## src/rtl/mem_stage.sv

```systemverilog
// Data-memory access stage: byte/half/word loads and stores over a single-outstanding
// req/ack bus, with upstream stall, access timeout and misalignment trapping.
module mem_stage #(
  parameter int TIMEOUT = 255,
  parameter int TW      = 8
) (
  input  logic        clk,
  input  logic        rst_n,
  input  logic        in_valid,
  input  logic [31:0] alu_result,
  input  logic [31:0] store_data,
  input  logic [4:0]  dest_reg_in,
  input  logic [1:0]  wb_ctrl_in,
  input  logic        mem_read,
  input  logic        mem_write,
  input  logic [1:0]  mem_size,
  input  logic        mem_unsigned,
  output logic        stall,
  output logic        mem_req,
  output logic        mem_we,
  output logic [31:0] mem_addr,
  output logic [3:0]  mem_be,
  output logic [31:0] mem_wdata,
  input  logic [31:0] mem_rdata,
  input  logic        mem_ack,
  output logic [31:0] ALU_Output,
  output logic [31:0] memory_data,
  output logic [4:0]  destination_reg,
  output logic [1:0]  control_signals,
  output logic        pwrite4,
  output logic        align_err,
  output logic        bus_err
);

  typedef enum logic {S_IDLE, S_WAIT} state_t;

  localparam logic [TW-1:0] TO_LAST = TW'(TIMEOUT - 1);

  state_t        state_reg, state_next;
  logic [TW-1:0] cnt_reg, cnt_next;

  // Operands of the access in flight
  logic [31:0] addr_reg, addr_next;
  logic [31:0] wdata_reg, wdata_next;
  logic [3:0]  be_reg, be_next;
  logic        we_reg, we_next;
  logic [1:0]  size_reg, size_next;
  logic        uns_reg, uns_next;
  logic [4:0]  dlat_reg, dlat_next;
  logic [1:0]  wlat_reg, wlat_next;

  // MEM_WB-facing outputs
  logic [31:0] alu_out_reg, alu_out_next;
  logic [31:0] mdata_reg, mdata_next;
  logic [4:0]  dest_reg, dest_next;
  logic [1:0]  ctrl_reg, ctrl_next;
  logic        pwrite_reg, pwrite_next;
  logic        aerr_reg, aerr_next;
  logic        berr_reg, berr_next;

  logic        is_mem, misaligned;
  logic [3:0]  in_be;
  logic [31:0] in_wdata;
  logic [31:0] lane;
  logic [31:0] load_ext;

  assign is_mem = in_valid & (mem_read | mem_write);

  always_comb begin
    misaligned = 1'b0;
    in_be      = 4'b1111;
    in_wdata   = store_data;
    case (mem_size)
      2'b00: begin
        in_be    = 4'b0001 << alu_result[1:0];
        in_wdata = {4{store_data[7:0]}};
      end
      2'b01: begin
        misaligned = alu_result[0];
        in_be      = 4'b0011 << alu_result[1:0];
        in_wdata   = {2{store_data[15:0]}};
      end
      default: misaligned = (alu_result[1:0] != 2'b00);
    endcase
  end

  // Lane select then sign/zero extension of the returned word
  always_comb begin
    lane     = mem_rdata >> {addr_reg[1:0], 3'b000};
    load_ext = lane;
    case (size_reg)
      2'b00:   load_ext = uns_reg ? {24'b0, lane[7:0]} : {{24{lane[7]}}, lane[7:0]};
      2'b01:   load_ext = uns_reg ? {16'b0, lane[15:0]} : {{16{lane[15]}}, lane[15:0]};
      default: load_ext = lane;
    endcase
  end

  always_comb begin
    state_next   = state_reg;
    cnt_next     = cnt_reg;
    addr_next    = addr_reg;
    wdata_next   = wdata_reg;
    be_next      = be_reg;
    we_next      = we_reg;
    size_next    = size_reg;
    uns_next     = uns_reg;
    dlat_next    = dlat_reg;
    wlat_next    = wlat_reg;
    alu_out_next = alu_out_reg;
    mdata_next   = mdata_reg;
    dest_next    = dest_reg;
    ctrl_next    = ctrl_reg;
    pwrite_next  = 1'b0;
    aerr_next    = 1'b0;
    berr_next    = 1'b0;
    stall        = 1'b0;
    case (state_reg)
      S_IDLE: begin
        if (in_valid) begin
          if (!is_mem || misaligned) begin
            pwrite_next  = 1'b1;
            alu_out_next = alu_result;
            mdata_next   = 32'b0;
            dest_next    = dest_reg_in;
            ctrl_next    = is_mem ? 2'b00 : wb_ctrl_in;
            aerr_next    = is_mem;
          end else begin
            stall      = 1'b1;
            state_next = S_WAIT;
            cnt_next   = '0;
            addr_next  = alu_result;
            wdata_next = in_wdata;
            be_next    = in_be;
            we_next    = mem_write;
            size_next  = mem_size;
            uns_next   = mem_unsigned;
            dlat_next  = dest_reg_in;
            wlat_next  = wb_ctrl_in;
          end
        end
      end
      S_WAIT: begin
        if (mem_ack) begin
          state_next   = S_IDLE;
          pwrite_next  = 1'b1;
          alu_out_next = addr_reg;
          mdata_next   = we_reg ? 32'b0 : load_ext;
          dest_next    = dlat_reg;
          ctrl_next    = wlat_reg;
        end else if (cnt_reg == TO_LAST) begin
          // Abort: stall drops so the timed-out instruction is consumed here
          state_next   = S_IDLE;
          pwrite_next  = 1'b1;
          alu_out_next = addr_reg;
          mdata_next   = 32'b0;
          dest_next    = dlat_reg;
          ctrl_next    = 2'b00;
          berr_next    = 1'b1;
        end else begin
          stall    = 1'b1;
          cnt_next = cnt_reg + 1'b1;
        end
      end
      default: state_next = S_IDLE;
    endcase
  end

  always_ff @(posedge clk or negedge rst_n) begin
    if (!rst_n) begin
      state_reg   <= S_IDLE;
      cnt_reg     <= '0;
      addr_reg    <= '0;
      wdata_reg   <= '0;
      be_reg      <= '0;
      we_reg      <= 1'b0;
      size_reg    <= '0;
      uns_reg     <= 1'b0;
      dlat_reg    <= '0;
      wlat_reg    <= '0;
      alu_out_reg <= '0;
      mdata_reg   <= '0;
      dest_reg    <= '0;
      ctrl_reg    <= '0;
      pwrite_reg  <= 1'b0;
      aerr_reg    <= 1'b0;
      berr_reg    <= 1'b0;
    end else begin
      state_reg   <= state_next;
      cnt_reg     <= cnt_next;
      addr_reg    <= addr_next;
      wdata_reg   <= wdata_next;
      be_reg      <= be_next;
      we_reg      <= we_next;
      size_reg    <= size_next;
      uns_reg     <= uns_next;
      dlat_reg    <= dlat_next;
      wlat_reg    <= wlat_next;
      alu_out_reg <= alu_out_next;
      mdata_reg   <= mdata_next;
      dest_reg    <= dest_next;
      ctrl_reg    <= ctrl_next;
      pwrite_reg  <= pwrite_next;
      aerr_reg    <= aerr_next;
      berr_reg    <= berr_next;
    end
  end

  assign mem_req         = (state_reg == S_WAIT);
  assign mem_we          = we_reg;
  assign mem_addr        = {addr_reg[31:2], 2'b00};
  assign mem_be          = be_reg;
  assign mem_wdata       = wdata_reg;
  assign ALU_Output      = alu_out_reg;
  assign memory_data     = mdata_reg;
  assign destination_reg = dest_reg;
  assign control_signals = ctrl_reg;
  assign pwrite4         = pwrite_reg;
  assign align_err       = aerr_reg;
  assign bus_err         = berr_reg;

endmodule

```

## config.mk

```make
export PLATFORM = sky130hd
export DESIGN_NAME = mem_stage
export DESIGN_NICKNAME = d
export VERILOG_FILES = /design/src/rtl/mem_stage.sv
export SDC_FILE = /design/constraint.sdc
export NUM_CORES = 1
export LEC_CHECK = 0
export CORE_MARGIN = 2
export CORE_UTILIZATION = 42
export CTS_CLUSTER_SIZE = 20
export DETAILED_ROUTE_END_ITERATION = 10
export PLACE_DENSITY = 0.88
export SLEW_MARGIN = 30
export SYNTH_ARGS = -nofsm -noshare
export SYNTH_HDL_FRONTEND = slang
export SYNTH_SLANG_ARGS = --single-unit
```

## constraint.sdc

```tcl
create_clock -name clk -period 2 [get_ports clk]
set_clock_uncertainty 0.2 [all_clocks]
set_input_delay 0.2 -clock clk [delete_from_list [all_inputs] [get_ports clk]]
set_output_delay 0.2 -clock clk [all_outputs]
set_load 0.01 [all_outputs]
```

; Word-level counts from Yosys, hierarchy flattened
; Cells that the tools add are included.
[totals]
ff_bits = 162
wordCells = 90
[classes]
add_sub_neg = 1
eq_ne = 9
shifts = 3
muxes = 48
bitwise_logic = 4
n_reduce_logical = 8
[ops]
columns = op, count
row1 = $mux W32, 11
row2 = $pmux W32 S2, 4
row3 = $mux W8, 4
row4 = $shr A32 B5 Y32, 1
row5 = $mux W5, 4
row6 = $pmux W8 S2, 1
row7 = $mux W1, 13
row8 = $mux W2, 5
row9 = $ne A2 B2 Y1 const B, 5
row10 = $pmux W5 S2, 1
row11 = $add A8 B1 Y8 const B, 1
row12 = $eq A8 B8 Y1 const B, 1
row13 = $pmux W4 S2, 1
row14 = $pmux W1 S2, 3
row15 = $reduce_and A3 Y1, 2
row16 = $eq A2 B1 Y1 const B, 2
row17 = $logic_not A2 Y1, 2
row18 = $pmux W2 S2, 1
row19 = $reduce_and A4 Y1, 1
row20 = $shl A1 B2 Y4 const A, 1
row21 = $shl A2 B2 Y4 const A, 1
row22 = $ne A3 B2 Y1 const B, 1
row23 = $not A1 Y1, 2
row24 = $reduce_bool A2 Y1, 1
row25 = other kinds (4), 4

; Logic depth before layout (Yosys ltp)
; Gate-level depths: netlist of run 1.
[logic_depth]
ltp_word = 7
mapped_depth = 8

; Worst setup path after synthesis of run 1
; No wires, ideal clock.
[synth_path]
kind = reg-to-reg
start = register state_reg, in the netlist mem_req
end = register dest_reg[0], in the netlist destination_reg[0]
t_arrival_ns = 1.765
setup_slack_ns = -0.093
path_stages_with_launch = 6
path_buffers = 3
path_cell_list = dfrtp_1 > clkbuf_2 > buf_2 > clkbuf_1 > mux2_2 > mux2_1
[synth_between]
elab_chain_cells = 3
elab_cells_between_ends = 6
cone_classes = eq/ne: 3 / mux: 1 / bitwise: 1 / reduce/logical: 1
[synth_rtl]
columns = element, line_no
row1 = from (decl), 39  ; state_t state_reg, state_next;
row2 = from (signal assigned), 188  ; state_reg <= state_next;
row3 = $not A1 Y1 (no source line), --
row4 = $ne A2 B2 Y1 (no source line), --
row5 = $reduce_and A3 Y1 (no source line), --
row6 = to (signal assigned), 200  ; dest_reg <= dest_next;
row7 = to (decl), 55  ; logic [4:0] dest_reg, dest_next;
; Parallel ways exist; a longest one is shown, timed or not.
; A chain may end at the register's enable or synchronous reset.

; Worst setup path after layout of run 1
[layout_path]
start = register state_reg, in the netlist mem_req
end = register alu_out_reg[28], in the netlist ALU_Output[28]
[layout_between]
elab_chain_cells = 3
elab_cells_between_ends = 6
cone_classes = eq/ne: 3 / mux: 1 / bitwise: 1 / reduce/logical: 1
[layout_rtl]
columns = element, line_no
row1 = $not A1 Y1 (no source line), --
row2 = $ne A2 B2 Y1 (no source line), --
row3 = $reduce_and A3 Y1 (no source line), --
row4 = to (signal assigned), 198  ; alu_out_reg <= alu_out_next;
row5 = to (decl), 53  ; logic [31:0] alu_out_reg, alu_out_next;
; Parallel ways exist; a longest one is shown, timed or not.

==> results of run 1 <==
-- cell families after synthesis --
kind of cell | after synthesis
buf+inv | 85
simple gates | 229
xor+xnor | 3
other cells | 1
flops | 162
compound gates | 121
mux | 127
fa+ha+maj | 2
-- per-layer routing --
layer | vias to the layer above | share of wire | GRT usage
li1 | 3068 | - | -
met3 | 38 | 0.071 | 0.0694
met5 | - | 0 | 0
met2 | 204 | 0.49 | 0.380
met4 | 0 | 0.025 | 0.0877
met1 | 3142 | 0.42 | 0.281
-- cell usage after synthesis (all sizes together), types with 3 or more instances --
| cell type | n |
|---|---|
| nand2 | 173 |
| dfrtp | 162 |
| mux2 | 85 |
| buf | 52 |
| mux2i | 41 |
| o21ai | 36 |
| a21oi | 28 |
| clkbuf | 27 |
| nor2 | 23 |
| o2bb2ai | 22 |
| a221o | 16 |
| inv | 6 |
| nand3 | 5 |
| nor3 | 5 |
| nor2b | 4 |
| or2 | 4 |
| a32o | 3 |
| o211ai | 3 |
| xor2 | 3 |
-- metrics by stage --
| stage | setup slack, ns | hold slack (ns) | setup TNS [ns] | area (µm²) | total power (W) |
|---|---|---|---|---|---|
| after floorplan | -0.00216 | -0.296 | -0.0392 | 7830 | 0.00637 |
| after global placement | -0.546 | -0.0455 | -58.11 | 10700 | 0.00831 |
| after detailed placement | -0.527 | -0.0469 | -57.10 | 10700 | 0.00842 |
| after CTS | -0.0681 | 0.0703 | -2.48 | 11700 | 0.0121 |
| after global routing | -0.112 | 0.107 | -4.07 | 11800 | 0.0127 |
| final | -0.0470 | 0.0721 | -0.933 | 11800 | 0.0121 |
-- placed cells by master, fill, tap and decap left out, drive strengths merged, types with 2 or more instances in the layout --
master           n
buf             79
bufinv           3
a21o             2
a21oi           28
o211ai           3
dlygate4sd2      4
nand4b           2
clkinvlp         3
ha               2
nor2            23
o2111ai          2
conb             2
xor2             3
a221o           16
mux2i           41
or3              2
nor2b            4
nor3             5
nand3            5
clkdlybuf4s50  248
nand4            2
or2              4
and3             2
clkinv           4
a32o             3
nand2          173
o2bb2ai         22
dfrtp          162
o21ai           36
mux2            85
nand2b           2
inv              8
clkbuf          20
-- power breakdown --
part | switching, W | total (W) | internal [W]
registers | 0.000498 | 0.00452 | 0.00402
clock network | 0.00133 | 0.00332 | 0.00200
logic | 0.00177 | 0.00424 | 0.00247
-- layout make-up --
| cell class | instances | share of cell area |
|---|---|---|
| flip-flops and latches | 162 | 0.344 |
| well taps | 229 | 0.0243 |
| clock inverters | 12 | 0.0134 |
| inverters | 6 | 0.00191 |
| repair buffers | 333 | 0.283 |
| clock buffers | 19 | 0.0376 |
| multi-input cells | 484 | 0.296 |
-- worst max path at each step --
stage / startpoint / end
global placement: alu_result[0] / stall
CTS: cnt_reg[0] / destination_reg[1]
finish: mem_req / ALU_Output[28]
global route: cnt_reg[0] / memory_data[29]
detailed placement: alu_result[0] / ALU_Output[24]
floorplan: mem_req / ALU_Output[0]
-- worst reg2reg max path: stages (launching register included) --
cell and delay [ns]:
dfrtp_2 0.47, a2111o_2 0.45, o211ai_4 0.16, buf_12 0.17
buf_4 0.15, mux2_2 0.33
-- repair_timing --
| action | CTS | global route |
|---|---|---|
| endpoints found under the hold margin | 162 | 0 |
| resized for setup | 55 | 23 |
| cloned | 2 | 1 |
| hold buffers | 1 | 0 |
| pin swaps | 3 | 11 |
| setup endpoints to repair | 66 | 65 |
| setup buffers | 14 | 4 |
==> flow_summary.toml, run 1 <==
[logic_synthesis]
seq_area_frac_synth = 0.519
synth_compound_area_frac = 0.112
async_flop_share = 1.00
synthCells = 730
synth_top_area_frac = 0.519
synthSimpleGateAreaFrac = 0.121
syn_area_per_cell_um2 = 10.7
synth_flop_cell = "dfrtp_1"
synth_top_family_by_area = "multiplexers"
synth.distinct_cells = 51
syn_area_mm2 = 0.00781
synth-xor-area-share = 0.00336
synthMuxAreaShare = 0.178
yosys_warnings = 0
synth-seq-cells = 162
synthAdderAreaFrac = 0.00320
synth_area_leaders = "dfrtp_1 (52%), mux2_2 (12%), nand2_1 (8.3%)"
synth_top_area_cell = "dfrtp_1"
synth_edf_count = 0

[floorplan]
start_util = 0.432
die_height_um = 140
die_w_um = 140
dieArea_mm2 = 0.0197
num_rows = 49
coreArea_mm2 = 0.0181
io_pins = 257

[cells_and_area]
fin_cells = 1245
layout-drive-gt1-share = 0.217
multiInputGateArea_mm2 = 0.00349
nets = 1118
register_area_mm2 = 0.00406
final_util = 0.652
num_antenna_cells = 0
fillers = 1375
syn2layout_area_growth_pct = 50.9

[routing]
first_iter_violations = 375
antenna_left = 0
vias = 6452
wl_per_cell_um = 18.3
routed_wl_um = 22700
drt-pass1-iter-count = 4
drc = 0
vias_per_cell = 5.18

[clocking]
numCtsBuffers = 17
clkSinkCount = 162
clockRootBuffer = "clkbuf_16"
cts_buffer_depth = 2
htreeDepth = 4
cts_tree = "yes"
clkTransAtPathRegs_ns = 0.06
worstSkewPairLatency_ns = 0.42

[worst_setup_path]
cp_slowest_stage_delay_ns = 0.47
critPathTopFamily = "compound AO/OA/AOI/OAI gates"
crit_path_start_kind = "flop"
r2r_cells = 5
r2r_setup_slack_ns = -0.05
critPathSlowestCell = "dfrtp_2"
worstPathRequired_ns = 2.10
worstPathMaxFanout = 7
path_cells = "a2111o_2, o211ai_4, buf_12, buf_4, mux2_2"
path_depth = 5
timing.rr.end = "ALU_Output[28]"
cp.arrival_ns = 2.15
crit_buf_inv = 2
r2r-start = "mem_req"
crit_type = "reg -> reg"
critical_path.endpoint_type = "flop"

[status]
status = "complete, but fails checks"
violations = "negative setup slack"

[place]
portBuffers = 254
gp_congestion = 0.859
dpl.hpwl_um = 15700
placedCellCount = 1194

[timing]
grt_setup_unrepaired = "true"
timing_hold_violations_final = 0
timing.fmax_mhz = 489
finalMaxSlewViolations = 0
finalSetupViolations = 35
min_period_ns = 2.05
worstMarginPinSlew_ns = 0.608
slew_headroom = 0.595
fin_crit_sh = 1.02
setup_slack_ns = -0.0470

[global_routing]
first_global_vias = 6756
antenna_found_initial = 1
grt_start_max_net_pins = 68
grt_pass1_wl_um = 35700
grt_overflow = 0
track_usage = 0.229

[hold_path]
hold_path.class = "in -> async"

[power]
p_leak_nw = 5.31
max-vdd-ir-drop_mv = 0.645
p_per_area_mw_per_mm2 = 1030

[run]
drv_cap = 0
No activity file was read; power rests on OpenSTA's default activity.
==> inputs of run 2 (changes only) <==
--- a/config.mk
+++ b/config.mk
@@ -10,6 +10,7 @@
 export CTS_CLUSTER_SIZE = 20
 export DETAILED_ROUTE_END_ITERATION = 10
 export PLACE_DENSITY = 0.88
+export REMOVE_ABC_BUFFERS = 1
 export SLEW_MARGIN = 30
 export SYNTH_ARGS = -nofsm -noshare
 export SYNTH_HDL_FRONTEND = slang
==> run 2 against run 1 <==
Against the previous run: the flow still finishes with violations (negative setup slack); worst setup slack improved by 0.0043 ns; via count increased by 2.4%; sequential power hardly changed; design area is 1.3% lower; global-route usage increased by 0.55 points; final cell count decreased by 0.32%; count of clock-buffer cells in the layout rose by 1; flip-flop and latch count unchanged; largest cell class unchanged; largest power group unchanged.
==> flow_summary.toml, run 2 (same netlist as run 1, synthesis figures left out) <==
[timing]
worstMarginPinSlew_ns = 0.757
finalSetupViolations = 38
whs_ns = 0.0669
finalMaxSlewViolations = 0
slew_headroom = 0.493
fin_crit_sh = 1.02
grt_setup_unrepaired = "true"
timing_hold_violations_final = 0
timing.fmax_mhz = 490
setup_slack_ns = -0.0427
min_period_ns = 2.04

[cells_and_area]
nets = 1114
post-route-cell-area_mm2 = 0.0116
layout-drive-gt1-share = 0.208
final_util = 0.643
syn2layout_area_growth_pct = 49.0
final_common_cell = "clkdlybuf4s50_1"
fin_cells = 1241
num_antenna_cells = 0
final_cell_mix = "clkdlybuf4s50_1 (248), nand2_1 (172), dfrtp_1 (161)"

[run]
drv_cap = 0

[global_routing]
grt_start_max_net_pins = 75
grt_overflow = 0
grt_pass1_wl_um = 36400
track_usage = 0.234
first_global_vias = 6820
antenna_found_initial = 2

[routing]
wl_per_cell_um = 19.1
drc = 0
first_iter_violations = 375
routed_wl_um = 23700
vias = 6607
drt-pass1-iter-count = 4
vias_per_cell = 5.32
antenna_left = 0

[clocking]
cts_tree = "yes"
clkSinkCount = 162
clkTransAtPathRegs_ns = 0.07
htreeDepth = 4
worstSkewPairLatency_ns = 0.41
clockRootBuffer = "clkbuf_16"
cts_buffer_depth = 2
numCtsBuffers = 17

[worst_setup_path]
crit_path_start_kind = "flop"
r2r_setup_slack_ns = -0.04
cp.arrival_ns = 2.13
worstPathRequired_ns = 2.09
crit_type = "reg -> reg"
critPathSlowestCell = "dfrtp_1"
worstPathMaxFanout = 6
critical_path.endpoint_type = "flop"
cp_slowest_stage_delay_ns = 0.38
path_cells = "inv_1, ha_2, nand3_4, o21ai_4, buf_6, o211ai_4, buf_6, buf_6, a221o_1"
crit_top_cell = "buf_6"

[floorplan]
coreArea_mm2 = 0.0181
die_height_um = 140
num_rows = 49
dieArea_mm2 = 0.0197
start_util = 0.432
io_pins = 257
die_w_um = 140

[power]
switchingPower_w = 0.00362
max-vdd-ir-drop_mv = 0.599
pwr-share-comb = 0.347
pwr-share-seq = 0.378
sw_frac_of_total = 0.304
p_leak_nw = 5.19
clkPwrFrac = 0.276
internal_power_w = 0.00829
p_per_area_mw_per_mm2 = 1020

[status]
violations = "negative setup slack"
status = "complete, but fails checks"

[place]
placed_cell_area_mm2 = 0.0107
gp_congestion = 0.821
dpl.hpwl_um = 16200
portBuffers = 254
placedCellCount = 1192

[hold_path]
hold_path.class = "in -> async"
==> run 2: cell count changes in the layout (fill, tap and decap cells not counted), sizes merged <==
cell | before | now
dlymetal6s2s | 0 | 2
buf | 79 | 74
bufbuf | 0 | 1
dlygate4sd2 | 4 | 2
bufinv | 3 | 2
clkinv | 4 | 5
clkinvlp | 3 | 2
clkbuf | 20 | 21
==> run 2: critical path: cells and delay by family (launching register included) <==
| family | cells | cell delay, ns |
|---|---|---|
| adders and majority gates | 1 | 0.19 |
| buffers and inverters | 4 | 0.49 |
| and+or+nand+nor | 1 | 0.08 |
| AOI/OAI and AO/OA | 3 | 0.58 |
| DFF | 1 | 0.38 |
==> run 2: layout make-up <==
class,count,area [µm²]
Clock inverter,11,129
Fill cell,1400,6450
Inverter,6,22.5
Multi-Input combinational cell,484,3340
Tap cell,229,287
Clock buffer,20,457
Timing Repair Buffer,329,3350
Sequential cell,162,4060
==> run 2: layer usage <==
layer | global-route usage | vias to the layer above | routed length [µm]
met4 | 0.0872 | 4 | 559
li1 | - | 3042 | -
met3 | 0.0749 | 42 | 2000
met5 | 0 | - | 23
met2 | 0.396 | 274 | 11700
met1 | 0.281 | 3245 | 9410
==> run 2: final timing paths <==
check	to	cells after the start	start
worst max-delay path	memory_data[31]	9	cnt_reg[0]
worst min register to register	dlat_reg[3]	2	dlat_reg[3]
worst max register to register	memory_data[31]	9	cnt_reg[0]
max in group asynchronous	addr_reg[28]	3	rst_n
worst min-delay path	cnt_reg[5]	2	rst_n
min in group clk	addr_reg[23]	3	alu_result[23]
==> run 2: power groups by stage <==
| stage | combinational, W | sequential (W) | clock (W) |
|---|---|---|---|
| 3_3_place_gp | 0.00382 | 0.00450 | 0 |
| 5_1_grt | 0.00440 | 0.00459 | 0.00348 |
| 6_report | 0.00413 | 0.00450 | 0.00328 |
| 3_5_place_dp | 0.00392 | 0.00454 | 0 |
| 4_1_cts | 0.00407 | 0.00449 | 0.00335 |
| 2_1_floorplan | 0.00120 | 0.00488 | 0 |
==> run 2: repair_timing <==
action	4_1_cts	5_1_grt
gates cloned	3	2
buffers inserted	9	3
resized for setup	22	20
setup endpoints to repair	101	94
hold endpoints to repair	162	0
pin swaps	18	4
hold buffers	1	0
==> run 2: per-stage QoR <==
| stage | power (W) | setup TNS [ns] | setup WS [ns] |
|---|---|---|---|
| floorplan | 0.00607 | -322.55 | -2.80 |
| detailed placement | 0.00846 | -62.15 | -0.508 |
| CTS | 0.0119 | -0.0977 | -0.0218 |
| finish | 0.0119 | -0.843 | -0.0427 |
| global placement | 0.00832 | -58.29 | -0.488 |
| global route | 0.0125 | -3.67 | -0.0967 |
==> inputs of run 3 (changes only) <==
--- a/config.mk
+++ b/config.mk
@@ -5,11 +5,12 @@
 export SDC_FILE = /design/constraint.sdc
 export NUM_CORES = 1
 export LEC_CHECK = 0
+export ABC_AREA = 0
 export CORE_MARGIN = 2
-export CORE_UTILIZATION = 42
+export CORE_UTILIZATION = 50
 export CTS_CLUSTER_SIZE = 20
 export DETAILED_ROUTE_END_ITERATION = 10
-export PLACE_DENSITY = 0.88
+export PLACE_DENSITY = 0.95
 export REMOVE_ABC_BUFFERS = 1
 export SLEW_MARGIN = 30
 export SYNTH_ARGS = -nofsm -noshare
==> constraint.sdc (replaced) <==
create_clock -name clk -period 2.53 [get_ports clk]
set_clock_uncertainty 0.2 [all_clocks]
set_input_delay 0.253 -clock clk [delete_from_list [all_inputs] [get_ports clk]]
set_output_delay 0.253 -clock clk [all_outputs]
set_load 0.01 [all_outputs]
==> run 3 against run 2 <==
Against the previous run: the run now ends clean; total power fell by 25%; routed wire length fell by 9.1%; flip-flop and latch count did not move; first-iteration DRC count fell by 5.9%; register-to-register slack improved by 0.26 ns; combinational power fell by 28%; worst setup slack improved by 0.20 ns; non-clock buffer count fell by 46; critical path depth fell by 4.
==> flow_summary.toml, run 3 (same netlist as run 1, synthesis figures left out) <==
[timing]
grt_setup_unrepaired = "false"
tns_ns = 0
timing_hold_violations_final = 0
min_period_ns = 2.37
finalSetupViolations = 0
slew_headroom = 0.494
whs_ns = 0.129
setup_slack_ns = 0.158
worstMarginPinSlew_ns = 0.760
timing.fmax_mhz = 422
finalMaxSlewViolations = 0
fin_crit_sh = 0.938

[power]
p_per_area_mw_per_mm2 = 814
p_leak_nw = 4.84
max-vdd-ir-drop_mv = 0.538
total_power_w = 0.00895

[clocking]
clkSinkCount = 162
clkTransAtPathRegs_ns = 0.06
worstSkewPairLatency_ns = 0.42
cts_buffer_depth = 2
numCtsBuffers = 17
clockRootBuffer = "clkbuf_16"
cts_tree = "yes"
cts_setup_buffers = 0
htreeDepth = 4

[global_routing]
grt_overflow = 0
antenna_found_initial = 0
first_global_vias = 6643
grt_start_max_net_pins = 76
grt_pass1_wl_um = 34200
track_usage = 0.265

[cells_and_area]
multiInputGateArea_mm2 = 0.00328
register_area_mm2 = 0.00406
nets = 1068
post-route-cell-area_mm2 = 0.0110
num_antenna_cells = 0
final_cell_mix = "clkdlybuf4s50_1 (252), nand2_1 (173), dfrtp_1 (161)"
syn2layout_area_growth_pct = 40.8
fillers = 1037
layout-drive-gt1-share = 0.159
final_common_cell = "clkdlybuf4s50_1"

[floorplan]
num_rows = 45
die_height_um = 129
io_pins = 257
dieArea_mm2 = 0.0166
start_util = 0.512
die_w_um = 129
coreArea_mm2 = 0.0153

[routing]
drc = 0
wl_per_cell_um = 18.3
drt-pass1-iter-count = 5
first_iter_violations = 353
routed_wl_um = 21600
vias_per_cell = 5.41
antenna_left = 0
vias = 6363

[worst_setup_path]
crit_path_start_kind = "primary input"
path_cells = "clkdlybuf4s50_1, or2_1, a2111o_2, nand2_1, dlygate4sd2_1"
critPathSlowestCell = "a2111o_2"
crit_type = "in -> out"
worstPathRequired_ns = 2.08
cp.arrival_ns = 1.92
worstPathMaxFanout = 4
cp_slowest_stage_delay_ns = 0.54
critical_path.endpoint_type = "output pin"

[run]
drv_cap = 0

[hold_path]
hold_path.class = "in -> async"

[place]
dpl.hpwl_um = 14900
gp_congestion = 0.825
portBuffers = 254
dpl_worst_slack_ns = -0.0974
placed_cell_area_mm2 = 0.0104

[status]
status = "finished, final reports clean"
[run 3: cell types whose count changed in the layout (fill, tap and decap cells not counted), moves of 4 or more]
| cell | change |
|---|---|
| clkinv_2 | +4 |
| buf_6 | -9 |
| buf_4 | -30 |
| clkdlybuf4s50_1 | +4 |
[run 3: layer usage]
| metal | up-vias | share of wire | GRT usage |
|---|---|---|---|
| met2 | 265 | 0.50 | 0.447 |
| met5 | - | 0 | 0 |
| li1 | 2947 | - | - |
| met4 | 0 | 0.024 | 0.105 |
| met1 | 3105 | 0.40 | 0.319 |
| met3 | 46 | 0.077 | 0.0802 |
[run 3: cell type report]
| cell class | count | share of cell area |
|---|---|---|
| sequential | 162 | 0.369 |
| multi-input combinational | 484 | 0.298 |
| timing repair buffer | 283 | 0.258 |
| clock buffer | 19 | 0.0403 |
| tap | 211 | 0.0240 |
| clock inverter | 11 | 0.00831 |
| inverter | 6 | 0.00205 |
[run 3: path summary, 6_finish.rpt]
path / slack, ns / cells after the start / end / start
hold reg to reg: 0.27 / 2 / dlat_reg[3] / dlat_reg[3]
max in group asynchronous: 1.26 / 3 / destination_reg[1] / rst_n
hold / removal: 0.13 / 2 / mem_wdata[14] / rst_n
setup / recovery: 0.16 / 5 / stall / alu_result[0]
setup reg to reg: 0.22 / 8 / memory_data[24] / cnt_reg[0]
min in group clk: 0.18 / 3 / addr_reg[22] / alu_result[22]
[run 3: worst max-delay path, delay by kind of cell]
kind | cells | cell delay (ns)
compound gates | 1 | 0.54
simple gates | 2 | 0.38
buf+inv | 2 | 0.74
[run 3: where the power goes]
group          internal, W  switching, W
clock network      0.00136       0.00103
registers          0.00318      0.000409
logic              0.00168       0.00129
total              0.00621       0.00273
[run 3: what timing repair did]
item | in CTS | in global routing
hold endpoints to repair | 129 | 0
hold buffers | 1 | 0
setup endpoints to repair | 1 | 0
resized for setup | 1 | 0
[run 3: per-stage QoR]
step,std cells,utilization
global route,1176,0.720
global placement,1145,0.684
detailed placement,1145,0.684
floorplan,652,-
finish,1176,0.720
CTS,1176,0.720
